<file path="src/rtl/shift_tx_sequencer.sv">
// Valid/ready word loader that shifts a word out MSB-first, DIV clocks per bit.
// Optional trailing even-parity bit is compiled in with `define SEQ_PARITY_EN.
module shift_tx_sequencer #(
  parameter int DATA_W = 8,
  parameter int DIV    = 4,
  parameter int CNT_W  = 16
) (
  input  logic              clk,
  input  logic              rst,
  input  logic              in_valid,
  input  logic [DATA_W-1:0] in_data,
  output logic              in_ready,
  input  logic              hold,
  output logic              shift_out,
  output logic              bit_strobe,
  output logic              busy,
  output logic              done,
  output logic [CNT_W-1:0]  tx_count
);

  localparam int DIV_W = (DIV > 1) ? $clog2(DIV) : 1;
  localparam int BIT_W = $clog2(DATA_W + 1);
  localparam logic [DIV_W-1:0] DIV_LAST = DIV_W'(DIV - 1);
  localparam logic [BIT_W-1:0] BIT_LAST = BIT_W'(DATA_W - 1);

`ifdef SEQ_PARITY_EN
  typedef enum logic [1:0] {IDLE, SHIFT, PARITY, DONE} state_t;
`else
  typedef enum logic [1:0] {IDLE, SHIFT, DONE} state_t;
`endif

  state_t            state, state_nxt;
  logic [DATA_W-1:0] sreg;
  logic [DIV_W-1:0]  div_cnt;
  logic [BIT_W-1:0]  bit_cnt;
  logic              bit_end;
`ifdef SEQ_PARITY_EN
  logic              parity_bit;
`endif

  assign bit_end = (div_cnt == DIV_LAST);

  always_ff @(posedge clk) begin
    if (!rst) state <= IDLE;
    else      state <= state_nxt;
  end

  // NOTE: every output and state_nxt gets a default before the case so no path
  // leaves a variable unassigned, which would otherwise infer a latch.
  always_comb begin
    state_nxt  = state;
    in_ready   = 1'b0;
    shift_out  = 1'b0;
    bit_strobe = 1'b0;
    busy       = 1'b1;
    done       = 1'b0;
    case (state)
      IDLE: begin
        busy     = 1'b0;
        in_ready = !hold;
        if (in_valid && !hold) state_nxt = SHIFT;
      end
      SHIFT: begin
        shift_out  = sreg[DATA_W-1];
        bit_strobe = (div_cnt == '0) && !hold;
        if (!hold && bit_end && (bit_cnt == BIT_LAST)) begin
`ifdef SEQ_PARITY_EN
          state_nxt = PARITY;
`else
          state_nxt = DONE;
`endif
        end
      end
`ifdef SEQ_PARITY_EN
      PARITY: begin
        shift_out  = parity_bit;
        bit_strobe = (div_cnt == '0) && !hold;
        if (!hold && bit_end) state_nxt = DONE;
      end
`endif
      DONE: begin
        done      = 1'b1;
        state_nxt = IDLE;
      end
      default: state_nxt = IDLE;
    endcase
  end

  // Datapath: hold freezes everything in SHIFT/PARITY; DONE never stalls.
  // NOTE: sequential state uses non-blocking assignments only, so every
  // register samples pre-edge values regardless of statement order.
  always_ff @(posedge clk) begin
    if (!rst) begin
      sreg     <= '0;
      div_cnt  <= '0;
      bit_cnt  <= '0;
      tx_count <= '0;
`ifdef SEQ_PARITY_EN
      parity_bit <= 1'b0;
`endif
    end else begin
      case (state)
        IDLE: begin
          if (in_valid && !hold) begin
            sreg    <= in_data;
            div_cnt <= '0;
            bit_cnt <= '0;
`ifdef SEQ_PARITY_EN
            parity_bit <= ^in_data;
`endif
          end
        end
        SHIFT: begin
          if (!hold) begin
            if (bit_end) begin
              div_cnt <= '0;
              sreg    <= {sreg[DATA_W-2:0], 1'b0};
              bit_cnt <= bit_cnt + 1'b1;
            end else begin
              div_cnt <= div_cnt + 1'b1;
            end
          end
        end
`ifdef SEQ_PARITY_EN
        PARITY: begin
          if (!hold) div_cnt <= bit_end ? '0 : div_cnt + 1'b1;
        end
`endif
        DONE: tx_count <= tx_count + 1'b1;
        default: ;
      endcase
    end
  end

endmodule

</file>
<file path="config.mk">
export PLATFORM = sky130hd
export DESIGN_NAME = shift_tx_sequencer
export DESIGN_NICKNAME = d
export VERILOG_FILES = /design/src/rtl/shift_tx_sequencer.sv
export SDC_FILE = /design/constraint.sdc
export NUM_CORES = 1
export LEC_CHECK = 0
export ABC_AREA = 1
export BUFFER_PORTS_ARGS = -buffer_cell sky130_fd_sc_hd__buf_2
export CAP_MARGIN = 0
export CORE_ASPECT_RATIO = 1.5
export CORE_MARGIN = 1.5
export CORE_UTILIZATION = 35
export CTS_BUF_LIST = sky130_fd_sc_hd__clkbuf_8
export DETAILED_ROUTE_END_ITERATION = 10
export GPL_TIMING_DRIVEN = 1
export SETUP_SLACK_MARGIN = 0.05
export SYNTH_ARGS = -nofsm -noshare
export SYNTH_HDL_FRONTEND = slang
export SYNTH_SLANG_ARGS = --single-unit
</file>
<file path="constraint.sdc">
create_clock -name clk -period 3 [get_ports clk]
set_input_delay 0.6 -clock clk [delete_from_list [all_inputs] [get_ports clk]]
set_output_delay 0.6 -clock clk [all_outputs]
set_load 0.1 [all_outputs]
</file>
* Word-level counts from Yosys, hierarchy flattened
Cells that the tools add are included.
** Word-level totals
- Flip-flop bits (word level) :: 32
- Latch bits :: 0
- RAM bits :: 0
- Memory bits (read-only) :: 0
- Input bits :: 12
- Output and inout bits :: 21
- Memories kept :: 0
** Operators by class
- Add/subtract/negate cells :: 3
- Multiply operators :: 0
- Divide/modulo/power cells :: 0
- Order comparisons :: 0
- Equal/unequal tests :: 8
- Shift operators :: 0
- Muxes and demuxes :: 20
- Bitwise gates (word level) :: 0
- Reduce and logical (&&, ||, !) cells :: 11
** Operators with widths (count)
- $mux W8 :: 3
- $add A16 B1 Y16 const B :: 1
- $pmux W8 S2 :: 1
- $mux W4 :: 3
- $mux W2 :: 5
- $ne A2 B2 Y1 const B :: 4
- $pmux W2 S2 :: 2
- $pmux W4 S2 :: 1
- $mux W1 :: 5
- $add A4 B1 Y4 const B :: 1
- $eq A2 B2 Y1 const B :: 2
- $eq A4 B3 Y1 const B :: 1
- $logic_and A1 B1 Y1 :: 4
- $logic_not A2 Y1 :: 2
- $reduce_and A4 Y1 :: 1
- $reduce_and A3 Y1 :: 1
- $add A2 B1 Y2 const B :: 1
- $eq A2 B1 Y1 const B :: 1
- $reduce_and A2 Y1 :: 1
- $reduce_bool A2 Y1 :: 1
- $logic_not A1 Y1 :: 1

* Longest topological paths before layout
- Word-level depth :: 5
- Mapped depth :: 8
- Depth with buffers taken out :: 8

* Least setup slack after synthesis
No wires, ideal clock.
- Path kind :: register to output
- Start :: reg state[0]
- End :: out in_ready
- Arrival :: 2556 ps
- Required time :: 2400 ps
- Setup slack :: -156 ps
- Cell stages (with the launch flop) :: 4
- Path buffers :: 0
- Cells stage by stage :: dfxtp_1 > inv_2 > nand2_1 > nor2_1
** On the way
- Cells in the longest elaborated chain, start to end :: 2
** Ends and longest elaborated chain
- start, declared :: RTL line 32 : state_t state, state_nxt;
- start signal, assigned :: RTL line 45 : else state <= state_nxt;
- $logic_not A2 Y1 :: RTL line 57 : case (state)
- $mux W1 :: RTL line 57
- end, declared :: RTL line 12 : output logic in_ready,
Every way passes these cells.

* Worst setup path after layout
- Start :: reg state[1]
- End :: out bit_strobe
** On the way
- Cells in the longest elaborated chain, start to end :: 2
** Ends and longest elaborated chain
- $eq A2 B1 Y1 :: RTL line 57
- $mux W1 :: RTL line 57
- end, declared :: RTL line 15 : output logic bit_strobe,
Every way passes these cells.

==> metrics.md <==
| Metric | Value |
|---|---|
| Hold Vio Cnt, Final | 0 |
| Buffers & Inverters on Critical Path | 2 |
| Inst Count DP | 302 |
| Final Instance Area | 1890 um2 |
| Internal Pwr Total | 670 uW |
| Ports | 33 |
| WL/cell | about 10 um |
| Core Box Area | 4320 um2 |
| VDD IR max | between 0.2 and 0.3 mV |
| WP data required | 2.40 ns |
| Cts repair resizes | 0 |
| Port bufs | 32 |
| CTS tree | done |
| Clock Pin Slew Worst Setup and Hold Paths | 0.06 ns |
| Starting Density | 37.0% |
| Failing checks | design-rule violations |
| Antenna fix cells | 0 |
| Drt pass-1 iters | 7 |
| Reg-to-Reg Start | div_cnt[1] |
| Layout cells sized above 1 | 20.5% |
| Post-DP Area | about 1800 um2 |
| Cts hold-fix bufs | 0 |
| Die area | 4980 um2 |
| Clk_lat worst skew | 0.28 ns |
| Prevailing post-synth register cell | dfxtp_1 |
| Max Cap Viol | 0 |
| H-tree depth | 2 |
| Worst hold path cell count | 2 |
| DRT Wirelength | approximately 3.2 mm |
| Worst setup EP type | output port |
| Vias | between 1,000 and 1,500 |
| Synth top area share | 40.1% |
| Leading area contributor after synthesis | dfxtp_1 |
| Critical Path, Cell by Cell | inv_2 -> nand2_1 -> nor2_1 -> buf_2 |
| Power Dens Cells | roughly 480 nW/um2 |
| Final core occ | 43.7% |
| Synthesized flop and latch total | 32 |
| Min-delay src | sreg[6] |
| Top delay family on crit path | buffers and inverters |
| Net count, final | roughly 280 |
| Synth top area cells | dfxtp_1, nand2_1, nor2_1 |
| ANT nets after route | 0 |
| Syn nets | 244 |
| R2R Setup Slk | 1.48 ns |
| Power share of the clock group | 39.4% |
| HPWL after DPL | between 2 and 2.5 mm |
| Placer Congestion | 0.815 |
| Cell Area, Synth | between 1500 and 2000 um2 |
| LEAKAGE | 0.850 nW |
| GRT overflow | 0 |
| Hold Crit Endpoint | sreg[6] |
| Fin cells | 309 |
| Fin worst setup slack | 0.783 ns |
| Critical path launch point type | register |
| Global-route wire length before repair | approximately 5.6 mm |
| Crit-path max FO | 13 |
| Pin count of the biggest net entering global routing | 23 |
| Pre-CTS setup slack | approximately 1.0 ns |
| EDFF count, synth | 0 |
| RSZ-0062 raised after global routing | false |
| Initial antenna violation count | 0 |
| Power share of the combinational group | 11.1% |
| Final hold slack | 0.451 ns |
| CTS Buffer Depth | 2 |
| Achievable Freq | 0.451 GHz |
| Setup bufs post-CTS | 0 |
| CP peak stage delay | around 0.43 ns |
| Reg2reg path depth | 5 |
| Post-synthesis sequential area ratio | between 40% and 50% |
| Psw | 227 uW |
| All-Layer GR Usage | between 10 and 15% |
| Clock root cell | clkbuf_8 |
| Initial DRC count | 19 |
| Sequential power share | 49.5% |
| Post-route DRC | 2 |
| Number of library cell types mapped by synthesis | 30 |
| Fin. max-slew vios | 0 |
| Critical path class | register to output port |
| Final setup viols | 0 |
| Number of global-route vias before repair | 1,306 |
| Outcome | finished with violations |
| CTS Sinks | 32 |
| Vias/cell | 4.74 |
| Row count | 29 |
| Power Total | 897 uW |
| Final setup TNS | 0 ns |
| Worst Skew | 0.00472 ns |
| YS warnings | 0 |
| Switching share of total power | 25.3% |
| Num CTS Buffers | 5 |
| Worst Max-Slew Pin Slew | 0.487 ns |
| Synth Area per Inst | 7.00 um2 |
| Fin crit period | 2.22 ns |
| Die Y | 85.7 um |
| WP data arrival | 1.62 ns |
| Crit-path slowest cell | buf_2 |
| Max_slew headroom | about two thirds |
| FF-to-FF End | sreg[6] |
| Area Growth Syn to Fin | 18.1% |
| Mapped Cells | 228 |
| Die Wd | 58.1 um |
| Class of the tightest hold or removal check | register to register |
| Async S/R FF share, synth | 0% |
| Period utilization | 73.9% |
cells in the mapped netlist (4+ instances only):
cell type,n
nand2_1,47
nor2_1,37
dfxtp_1,32
inv_1,28
o21ai_0,17
a21oi_1,13
nand3_1,8
nor3_1,7
ha_1,4
nand4_1,4
worst min-delay path: cells and delay by family (launching register included):
kind / cells / cell delay, ns
compound gates: 1 / 0.05
buf+inv: 1 / 0.05
flops: 1 / 0.30
power by group through the flow:
stage	registers [mW]	clock network [mW]	logic [mW]
after floorplan	0.452	0	0.0815
after global placement	0.453	0	0.101
after detailed placement	0.454	0	0.101
after CTS	0.444	0.363	0.101
after global routing	0.446	0.384	0.112
final	0.444	0.353	0.0999
cell usage in the layout (no fill, tap or decap), types with 3 or more instances in the layout:
master | netlist | routed
nand2_1 | 47 | 47
inv_2 | 3 | 3
buf_2 | 1 | 32
nor2_1 | 37 | 36
o21ai_0 | 17 | 17
inv_1 | 28 | 28
nand3_1 | 8 | 8
and3_1 | 3 | 3
nand4_1 | 4 | 4
nor2_2 | 2 | 3
nor3_1 | 7 | 7
ha_1 | 4 | 4
nor2_4 | 3 | 3
a21oi_1 | 13 | 13
dfxtp_1 | 32 | 32
clkbuf_8 | 0 | 7
routing by layer:
metal  wire (um)  track usage [%]  part of all wire, %  vias to the layer above
met3         100             4.07                  3.1                        5
met5           0                0                    0                        -
met2        1590             24.4                   49                       20
li1            -                -                    -                      795
met1        1470             16.6                   46                      644
met4          63             6.34                  2.0                        0
flip-flops by register name, indices dropped and copies added (netlist names):
| name | cells |
|---|---|
| div_cnt | 2 |
| bit_cnt | 4 |
| state | 2 |
| tx_count | 16 |
| sreg | 8 |
how the worst max path moves through the flow:
stage,start,to,slack [ns],cells after the start
floorplan,state[0],in_ready,0.30,3
global placement,hold,bit_strobe,1.05,5
detailed placement,hold,bit_strobe,1.04,5
CTS,state[1],bit_strobe,0.75,4
global route,state[1],bit_strobe,0.64,4
finish,state[1],bit_strobe,0.78,4
logic make-up after synthesis:
| group | count (synthesis) | share of synthesized area (%) |
|---|---|---|
| AOI/OAI and AO/OA | 36 | 12.6 |
| xor gates and xnor gates | 2 | 1.10 |
| adders and majority gates | 4 | 3.13 |
| buffers and inverters | 36 | 9.25 |
| DFF | 32 | 40.1 |
| and+or+nand+nor | 118 | 33.8 |
area by class of cell:
class / count / area [um2]
timing repair buffer: 32 / 160
tap: 46 / 57.6
inverter: 32 / 120
clock buffer: 7 / 96.3
fill: 467 / 2430
multi-input combinational: 160 / 811
sequential: 32 / 641
(Power assumes the default switching activity.)
